===== src/rtl/bcd_key_entry.sv =====
// rtl/bcd_key_entry.sv - keypad digit collector feeding the BCD-to-binary converter
// Optional idle auto-commit is built when AUTO_COMMIT_EN is defined.
module bcd_key_entry #(
   parameter logic [3:0]  KEY_ENTER      = 4'hE,
   parameter logic [3:0]  KEY_CLEAR      = 4'hC,
   parameter int unsigned TIMEOUT_CYCLES = 27_000_000
) (
   input  logic       i_clk,
   input  logic       i_rst_n,
   input  logic       i_key_valid,
   input  logic [3:0] i_key_code,
   output logic [3:0] o_d2,
   output logic [3:0] o_d1,
   output logic [3:0] o_d0,
   output logic       o_en,
   output logic [1:0] o_ndigits,
   output logic       o_ovf
);

   typedef enum logic [1:0] {
      S_EMPTY = 2'd0,
      S_ENTRY = 2'd1,
      S_FULL  = 2'd2,
      S_DONE  = 2'd3
   } state_t;

   state_t     r_state;
   state_t     w_state_nxt;
   logic [3:0] r_d2;
   logic [3:0] r_d1;
   logic [3:0] r_d0;
   logic [3:0] w_d2_nxt;
   logic [3:0] w_d1_nxt;
   logic [3:0] w_d0_nxt;
   logic [1:0] r_ndigits;
   logic [1:0] w_ndigits_nxt;
   logic       r_en;
   logic       w_en_nxt;
   logic       r_ovf;
   logic       w_ovf_nxt;
   logic       w_is_digit;
   logic       w_pending;
   logic       w_timeout;

   if (TIMEOUT_CYCLES == 0) begin : g_bad_timeout
      $error("TIMEOUT_CYCLES must be at least 1");
   end

   assign w_is_digit = (i_key_code <= 4'd9);
   assign w_pending  = (r_state == S_ENTRY) || (r_state == S_FULL);

`ifdef AUTO_COMMIT_EN
   localparam int CNT_W = $clog2(TIMEOUT_CYCLES + 1);

   logic [CNT_W-1:0] r_cnt;
   logic             w_accept;

   // Rejected digits (buffer full) and ignored codes leave the idle count untouched.
   assign w_accept = i_key_valid &&
                     ((i_key_code == KEY_CLEAR) ||
                      ((i_key_code == KEY_ENTER) && w_pending) ||
                      (w_is_digit && (r_state != S_FULL)));

   assign w_timeout = w_pending && !i_key_valid &&
                      (r_cnt == CNT_W'(TIMEOUT_CYCLES - 1));

   always_ff @(posedge i_clk or negedge i_rst_n) begin
      if (!i_rst_n) begin
         r_cnt <= '0;
      end else if (!w_pending || w_accept || w_timeout) begin
         r_cnt <= '0;
      end else if (!i_key_valid) begin
         r_cnt <= r_cnt + CNT_W'(1);
      end
   end
`else
   assign w_timeout = 1'b0;
`endif

   always_ff @(posedge i_clk or negedge i_rst_n) begin
      if (!i_rst_n) begin
         r_state   <= S_EMPTY;
         r_d2      <= 4'd0;
         r_d1      <= 4'd0;
         r_d0      <= 4'd0;
         r_ndigits <= 2'd0;
         r_en      <= 1'b0;
         r_ovf     <= 1'b0;
      end else begin
         r_state   <= w_state_nxt;
         r_d2      <= w_d2_nxt;
         r_d1      <= w_d1_nxt;
         r_d0      <= w_d0_nxt;
         r_ndigits <= w_ndigits_nxt;
         r_en      <= w_en_nxt;
         r_ovf     <= w_ovf_nxt;
      end
   end

   always_comb begin
      w_state_nxt   = r_state;
      w_d2_nxt      = r_d2;
      w_d1_nxt      = r_d1;
      w_d0_nxt      = r_d0;
      w_ndigits_nxt = r_ndigits;
      w_en_nxt      = 1'b0;
      w_ovf_nxt     = 1'b0;

      if (i_key_valid) begin
         if (i_key_code == KEY_CLEAR) begin
            w_state_nxt   = S_EMPTY;
            w_d2_nxt      = 4'd0;
            w_d1_nxt      = 4'd0;
            w_d0_nxt      = 4'd0;
            w_ndigits_nxt = 2'd0;
         end else if (i_key_code == KEY_ENTER) begin
            // Nothing to commit when empty; no repeat commit once done.
            if (w_pending) begin
               w_en_nxt    = 1'b1;
               w_state_nxt = S_DONE;
            end
         end else if (w_is_digit) begin
            case (r_state)
               S_FULL: begin
                  w_ovf_nxt = 1'b1;
               end
               S_DONE: begin
                  w_d2_nxt      = 4'd0;
                  w_d1_nxt      = 4'd0;
                  w_d0_nxt      = i_key_code;
                  w_ndigits_nxt = 2'd1;
                  w_state_nxt   = S_ENTRY;
               end
               default: begin
                  w_d2_nxt      = r_d1;
                  w_d1_nxt      = r_d0;
                  w_d0_nxt      = i_key_code;
                  w_ndigits_nxt = r_ndigits + 2'd1;
                  w_state_nxt   = (r_ndigits == 2'd2) ? S_FULL : S_ENTRY;
               end
            endcase
         end
      end else if (w_timeout) begin
         w_en_nxt    = 1'b1;
         w_state_nxt = S_DONE;
      end
   end

   assign o_d2      = r_d2;
   assign o_d1      = r_d1;
   assign o_d0      = r_d0;
   assign o_en      = r_en;
   assign o_ndigits = r_ndigits;
   assign o_ovf     = r_ovf;

endmodule


===== config.mk =====
export PLATFORM = sky130hd
export DESIGN_NAME = bcd_key_entry
export DESIGN_NICKNAME = d
export VERILOG_FILES = /design/src/rtl/bcd_key_entry.sv
export SDC_FILE = /design/constraint.sdc
export NUM_CORES = 1
export LEC_CHECK = 0
export BUFFER_PORTS_ARGS = -buffer_cell sky130_fd_sc_hd__buf_2
export CORE_UTILIZATION = 36
export DETAILED_ROUTE_END_ITERATION = 8
export GPL_ROUTABILITY_DRIVEN = 0
export PLACE_DENSITY = 0.69
export REMOVE_ABC_BUFFERS = 1
export SYNTH_ARGS = -nofsm -noshare
export SYNTH_HDL_FRONTEND = slang
export SYNTH_SLANG_ARGS = --single-unit
export TNS_END_PERCENT = 5

===== constraint.sdc =====
create_clock -name i_clk -period 1.52 [get_ports i_clk]
set_input_delay 0.228 -clock i_clk [delete_from_list [all_inputs] [get_ports i_clk]]
set_output_delay 0.228 -clock i_clk [all_outputs]
set_load 0.01 [all_outputs]

## Word-level counts from Yosys, hierarchy flattened

Index checks and enable logic that the tools add are counted.

- Register bits: 18
- Bits of input ports: 7
- Word-level logic and storage cells: 55

- Add/subtract/negate cells: 1
- Order comparisons: 1
- Equal/unequal tests: 10
- Muxes and demuxes: 31
- Reductions and logical operators: 5

Operators by type and width:

| kind | number |
|---|---|
| 4-bit two-way mux | 10 |
| 2-bit two-way mux | 8 |
| 4-bit one-hot mux with 2 select lines | 2 |
| 1-bit two-way mux | 9 |
| 4-bit equality test, second input constant | 2 |
| 2-bit one-hot mux with 2 select lines | 2 |
| 4-bit AND reduction | 2 |
| 2-bit equality test, second input constant | 3 |
| 4-bit <= comparator, second input constant | 1 |
| 3-bit by 1-bit inequality test with 1-bit output, second input constant | 1 |
| 3-bit inequality test, second input constant | 1 |
| 3-bit nonzero test | 1 |
| 2-bit by 1-bit adder with 2-bit output, second input constant | 1 |
| 2-bit by 1-bit equality test with 1-bit output, second input constant | 1 |
| 2-bit by 1-bit inequality test with 1-bit output, second input constant | 1 |
| 2-bit inequality test, second input constant | 1 |
| 2-bit nonzero test | 1 |
| 1-bit logical OR | 1 |

## Longest topological paths before layout

- Depth in word-level cells: 6
- Gate-level depth with buffers: 7
- Depth with buffers taken out: 6

## Worst setup path before layout

Ideal clock, no wire load.

- Path kind: register to register
- From: register r_state[0]
- To: register r_d0[0] (netlist: o_d0[0])
- Library setup time: 0.125 ns
- Data arrival time: 1.493 ns
- Slack: -0.098 ns
- Stages on the path, launching flop included: 6
- Clock period less this slack: 1.618 ns
- Cells stage by stage: dfrtp_1 -> inv_1 -> ha_1 -> nor2_1 -> o31ai_4 -> mux2_4

- Longest elaborated chain between the ends: 3

RTL lines:

| what | line | text |
|---|---|---|
| from (decl) | 27 | `state_t r_state;` |
| from (signal assigned) | 90 | `r_state <= w_state_nxt;` |
| 2-bit equality test | 123 | `case (r_state)` |
| 2-bit by 1-bit inequality test with 1-bit output (no source line) | n/a |  |
| 4-bit AND reduction (no source line) | n/a |  |
| to (signal assigned) | 93 | `r_d0 <= w_d0_nxt;` |
| to (decl) | 31 | `logic [3:0] r_d0;` |

No other way between the ends.
A chain may end at the register's enable or synchronous reset.

## Worst setup path after layout

- From: register r_state[0]
- To: register r_d2[0] (netlist: o_d2[0])

- Longest elaborated chain between the ends: 5

RTL lines:

| what | line | text |
|---|---|---|
| 2-bit equality test | 123 |  |
| 4-bit one-hot mux with 2 select lines | 123 |  |
| 4-bit two-way mux | 122 | `end else if (w_is_digit) begin` |
| 4-bit two-way mux | 116 | `end else if (i_key_code == KEY_ENTER) begin` |
| 4-bit two-way mux | 110 | `if (i_key_code == KEY_CLEAR) begin` |
| to (signal assigned) | 91 | `r_d2 <= w_d2_nxt;` |
| to (decl) | 29 | `logic [3:0] r_d2;` |

Parallel ways exist; a longest one is shown, timed or not. The select of a mux whose other input is x is not followed.

==> flow_results.xml <==
<?xml version="1.0" encoding="UTF-8"?>
<metrics>
  <group name="global_routing">
    <metric name="initial_antenna_violation_count" unit="">0</metric>
    <metric name="grt_remaining_overflow" unit="">0</metric>
    <metric name="grt_use_total" unit="%">14.8</metric>
    <metric name="maximum_number_of_pins_on_one_net_before_global_route_repair" unit="">19</metric>
    <metric name="first_global_vias" unit="">636</metric>
    <metric name="wire_length_of_the_first_global_routing_pass" unit="microns">2730</metric>
  </group>
  <group name="timing">
    <metric name="final_max_slew_viol_count" unit="">0</metric>
    <metric name="final.setup.worst_slack" unit="ns">-0.0107</metric>
    <metric name="max_freq" unit="MHz">653</metric>
    <metric name="final-setup-viol-count" unit="">9</metric>
    <metric name="layout_min_cycle_time" unit="ns">1.53</metric>
    <metric name="timing_hold_violations_final" unit="">0</metric>
    <metric name="fin_skew" unit="ns">0.00686</metric>
    <metric name="final.period_utilization" unit="%">101</metric>
    <metric name="max_transition_margin" unit="%">73.4</metric>
    <metric name="max_slew.worst_pin.slew" unit="ns">0.399</metric>
    <metric name="minimum_hold_slack" unit="ns">0.219</metric>
    <metric name="rsz0062_at_grt" unit="">yes</metric>
  </group>
  <group name="min_path">
    <metric name="timing.hold.worst_endpoint" unit="">o_d0[0]$_DFFE_PN0P_</metric>
    <metric name="hp-class" unit="">input port to register</metric>
    <metric name="timing.hold.worst_path_depth" unit="">2</metric>
    <metric name="hold_startpoint" unit="">i_key_code[0]</metric>
  </group>
  <group name="logic_synthesis">
    <metric name="synth_compound_gate_area_share" unit="%">19.2</metric>
    <metric name="yosys.area_share.simple" unit="%">12.3</metric>
    <metric name="synth_adder_area_share" unit="%">4.51</metric>
    <metric name="count_of_mapped_cells_out_of_synthesis" unit="">68</metric>
    <metric name="yosys-mux-area-fraction" unit="%">5.71</metric>
    <metric name="sequential_fraction_of_the_synthesis_area" unit="%">54.1</metric>
    <metric name="synth_xor_xnor_area_share" unit="%">0</metric>
    <metric name="synthesis.area_per_instance" unit="sq um">12.2</metric>
    <metric name="synth.yosys.warnings" unit="">0</metric>
    <metric name="dominant_combinational_cell_family_by_area_after_synthesis" unit="">compound AO/OA/AOI/OAI gates</metric>
    <metric name="synthDistinctLibCells" unit="">21</metric>
    <metric name="post_synthesis_instance_area" unit="sq um">832</metric>
    <metric name="ys_ff_latch" unit="">18</metric>
  </group>
  <group name="routing">
    <metric name="viasPerCell" unit="">4.90</metric>
    <metric name="postRouteAntennaNets" unit="">0</metric>
    <metric name="dr_wl_met3" unit="microns">85</metric>
    <metric name="wl_met1" unit="microns">743</metric>
    <metric name="sum_of_met2_wire_segment_lengths_after_detailed_routing" unit="microns">774</metric>
    <metric name="avgRoutedWirePerCell" unit="microns">12.5</metric>
    <metric name="highest_signal_layer_in_the_routed_design" unit="">met4</metric>
    <metric name="drt-pass1-iter-count" unit="">4</metric>
    <metric name="first_iter_violations" unit="">14</metric>
    <metric name="totalWireLength" unit="microns">1640</metric>
    <metric name="via_count" unit="">642</metric>
    <metric name="drc_errors" unit="">0</metric>
  </group>
  <group name="worst_setup_path">
    <metric name="setup.worst_path.class" unit="">register to register</metric>
    <metric name="critical_path.reg2reg.endpoint" unit="">o_d2[0]$_DFFE_PN0P_</metric>
    <metric name="setup.worst_path.end_class" unit="">register</metric>
    <metric name="regToRegSetupSlack" unit="ns">-0.01</metric>
    <metric name="cp_num_buf_inv" unit="">2</metric>
    <metric name="critical_path.top_delay_family" unit="">compound AO/OA/AOI/OAI gates</metric>
    <metric name="critical_path.reg2reg.startpoint" unit="">r_state[0]$_DFFE_PN0P_</metric>
    <metric name="critical_path_required" unit="ns">1.70</metric>
    <metric name="slowest_delay" unit="ns">0.41</metric>
    <metric name="crit_path_top_delay_cell" unit="">sky130_fd_sc_hd__dfrtp_1</metric>
    <metric name="crit_path_cell_trace" unit="">inv_2 -&gt; ha_4 -&gt; nor3_2 -&gt; o31ai_4 -&gt; nor3_4 -&gt; buf_12 -&gt; a22o_1</metric>
    <metric name="critical_path.max_fanout" unit="">9</metric>
    <metric name="cp-start-kind" unit="">register</metric>
    <metric name="ff2ff_path_depth" unit="">7</metric>
    <metric name="cp.arrival" unit="ns">1.72</metric>
  </group>
  <group name="die">
    <metric name="start_util" unit="%">38.0</metric>
    <metric name="rows" unit="">17</metric>
    <metric name="chipHeight" unit="microns">50.1</metric>
    <metric name="ios" unit="">23</metric>
    <metric name="die_area" unit="sq mm">0.00251</metric>
    <metric name="coreArea" unit="sq mm">0.00219</metric>
    <metric name="dieWidth" unit="microns">50.1</metric>
  </group>
  <group name="cts">
    <metric name="clock_sinks" unit="">18</metric>
    <metric name="cts_root_buf" unit="">sky130_fd_sc_hd__clkbuf_4</metric>
    <metric name="cts_made_buffers" unit="">3</metric>
    <metric name="clk_pin_slew" unit="ns">0.11</metric>
    <metric name="cts_htree_levels" unit="">1</metric>
    <metric name="cts.path.max_buffers" unit="">2</metric>
    <metric name="clock_insertion_delay_worst_skew" unit="ns">0.29</metric>
    <metric name="cts_tree" unit="">done</metric>
  </group>
  <group name="placement">
    <metric name="dp_hpwl" unit="microns">1200</metric>
    <metric name="dp_worst_setup_slack" unit="ns">-0.0494</metric>
    <metric name="io_buffer_count" unit="">22</metric>
  </group>
  <group name="finish">
    <metric name="layout-area-overhead-vs-synth" unit="%">33.5</metric>
    <metric name="finish.net_count" unit="">114</metric>
    <metric name="mostFrequentLayoutCell" unit="">sky130_fd_sc_hd__buf_2</metric>
    <metric name="final_util" unit="%">50.7</metric>
    <metric name="antennaDiodeCount" unit="">0</metric>
    <metric name="layout-drive-gt1-share" unit="%">44.7</metric>
    <metric name="layout.cells.most_common_list" unit="">sky130_fd_sc_hd__buf_2, sky130_fd_sc_hd__dfrtp_1, sky130_fd_sc_hd__o21ai_0, sky130_fd_sc_hd__a22o_1, sky130_fd_sc_hd__buf_4</metric>
  </group>
  <group name="power">
    <metric name="static-leakage-power" unit="nW">0.563</metric>
    <metric name="p_per_area" unit="mW/mm^2">1550</metric>
    <metric name="vdd.ir_drop.worst" unit="mV">0.622</metric>
    <metric name="power.total" unit="mW">1.72</metric>
  </group>
  <group name="outcome">
    <metric name="run_status" unit="">complete, but fails checks</metric>
    <metric name="failing_checks" unit="">setup timing</metric>
  </group>
  <group name="flow_run">
    <metric name="cap_violations" unit="">0</metric>
  </group>
</metrics>
[registers in the layout, summed over array words and instances, names as in the netlist]
name / count
o_d2: 4
o_ndigits: 2
o_ovf: 1
o_en: 1
o_d1: 4
o_d0: 4
r_state: 2
[where the power goes]
group	internal [mW]	switching [mW]
sequential	0.630	0.108
clock	0.146	0.147
combinational	0.373	0.320
[worst reg2reg max path, stage by stage (launching register included)]
cell                      delay, ns
sky130_fd_sc_hd__dfrtp_1       0.41
sky130_fd_sc_hd__inv_2         0.09
sky130_fd_sc_hd__ha_4          0.15
sky130_fd_sc_hd__nor3_2        0.05
sky130_fd_sc_hd__o31ai_4       0.35
sky130_fd_sc_hd__nor3_4        0.07
sky130_fd_sc_hd__buf_12        0.14
sky130_fd_sc_hd__a22o_1        0.17
[worst max-delay path by stage]
stage / startpoint / to / cells past startpoint / slack [ns]
6_report: r_state[0]$_DFFE_PN0P_ / o_d2[0]$_DFFE_PN0P_ / 7 / -0.01
5_1_grt: r_state[0]$_DFFE_PN0P_ / o_d2[1]$_DFFE_PN0P_ / 7 / -0.07
4_1_cts: r_state[0]$_DFFE_PN0P_ / o_d1[1]$_DFFE_PN0P_ / 7 / 0.007
3_5_place_dp: r_state[0]$_DFFE_PN0P_ / o_d0[3]$_DFFE_PN0P_ / 6 / -0.05
3_3_place_gp: r_state[0]$_DFFE_PN0P_ / o_d0[0]$_DFFE_PN0P_ / 5 / 0.008
2_1_floorplan: r_state[0]$_DFFE_PN0P_ / o_d0[0]$_DFFE_PN0P_ / 5 / -0.23
[synth_stat cells]
cell type	n	area, sq um
sky130_fd_sc_hd__buf_4	1	7.51
sky130_fd_sc_hd__nor3_4	1	16.3
sky130_fd_sc_hd__nand3b_1	2	15.0
sky130_fd_sc_hd__mux2_2	2	22.5
sky130_fd_sc_hd__mux2_4	1	15.0
sky130_fd_sc_hd__nor2_1	1	3.75
sky130_fd_sc_hd__nor3_1	1	5.00
sky130_fd_sc_hd__nor3_2	1	10.0
sky130_fd_sc_hd__inv_1	4	15.0
sky130_fd_sc_hd__o31ai_4	1	21.3
sky130_fd_sc_hd__mux2i_1	1	10.0
sky130_fd_sc_hd__and4bb_4	1	16.3
sky130_fd_sc_hd__a22o_1	9	78.8
sky130_fd_sc_hd__and3_1	1	6.26
sky130_fd_sc_hd__ha_1	3	37.5
sky130_fd_sc_hd__nand2_1	8	30.0
sky130_fd_sc_hd__buf_6	1	11.3
sky130_fd_sc_hd__o21ai_0	9	45.0
sky130_fd_sc_hd__dfrtp_1	18	450
sky130_fd_sc_hd__o2111ai_1	1	8.76
sky130_fd_sc_hd__o22ai_1	1	6.26
[what timing repair did]
action,4_1_cts,5_1_grt
pin swaps,2,2
buffers inserted,3,1
endpoints found under the hold margin,18,0
hold buffers,1,0
gates resized for setup,3,1
endpoints found under the setup margin,14,14
[metal layers]
layer  global-route usage [%]  up-vias
met5                        0        -
met4                     10.0        0
met3                     1.85        4
met2                     24.0       25
met1                     18.1      296
li1                         -      317
[through the flow]
| step | instances | setup TNS [ns] | instance area (sq um) |
|---|---|---|---|
| after floorplan | 66 | -2.21 | 813 |
| after global placement | 122 | 0 | 1000 |
| after detailed placement | 122 | -0.419 | 1000 |
| after CTS | 130 | 0 | 1100 |
| after global routing | 131 | -0.656 | 1110 |
| final | 131 | -0.0529 | 1110 |
[kinds of logic after synthesis]
group | count (synthesis)
compound gates | 21
fa+ha+maj | 3
buf+inv | 6
flops | 18
mux | 4
simple gates | 16
[area by class of cell]
| cell class | instances | area, sq um |
|---|---|---|
| fill | 202 | 1080 |
| sequential | 18 | 450 |
| multi-input combinational | 44 | 367 |
| timing repair buffer | 33 | 208 |
| clock buffer | 4 | 36.3 |
| tap | 28 | 35.0 |
| inverter | 4 | 15.0 |
Power figures use the tool's default switching activity.
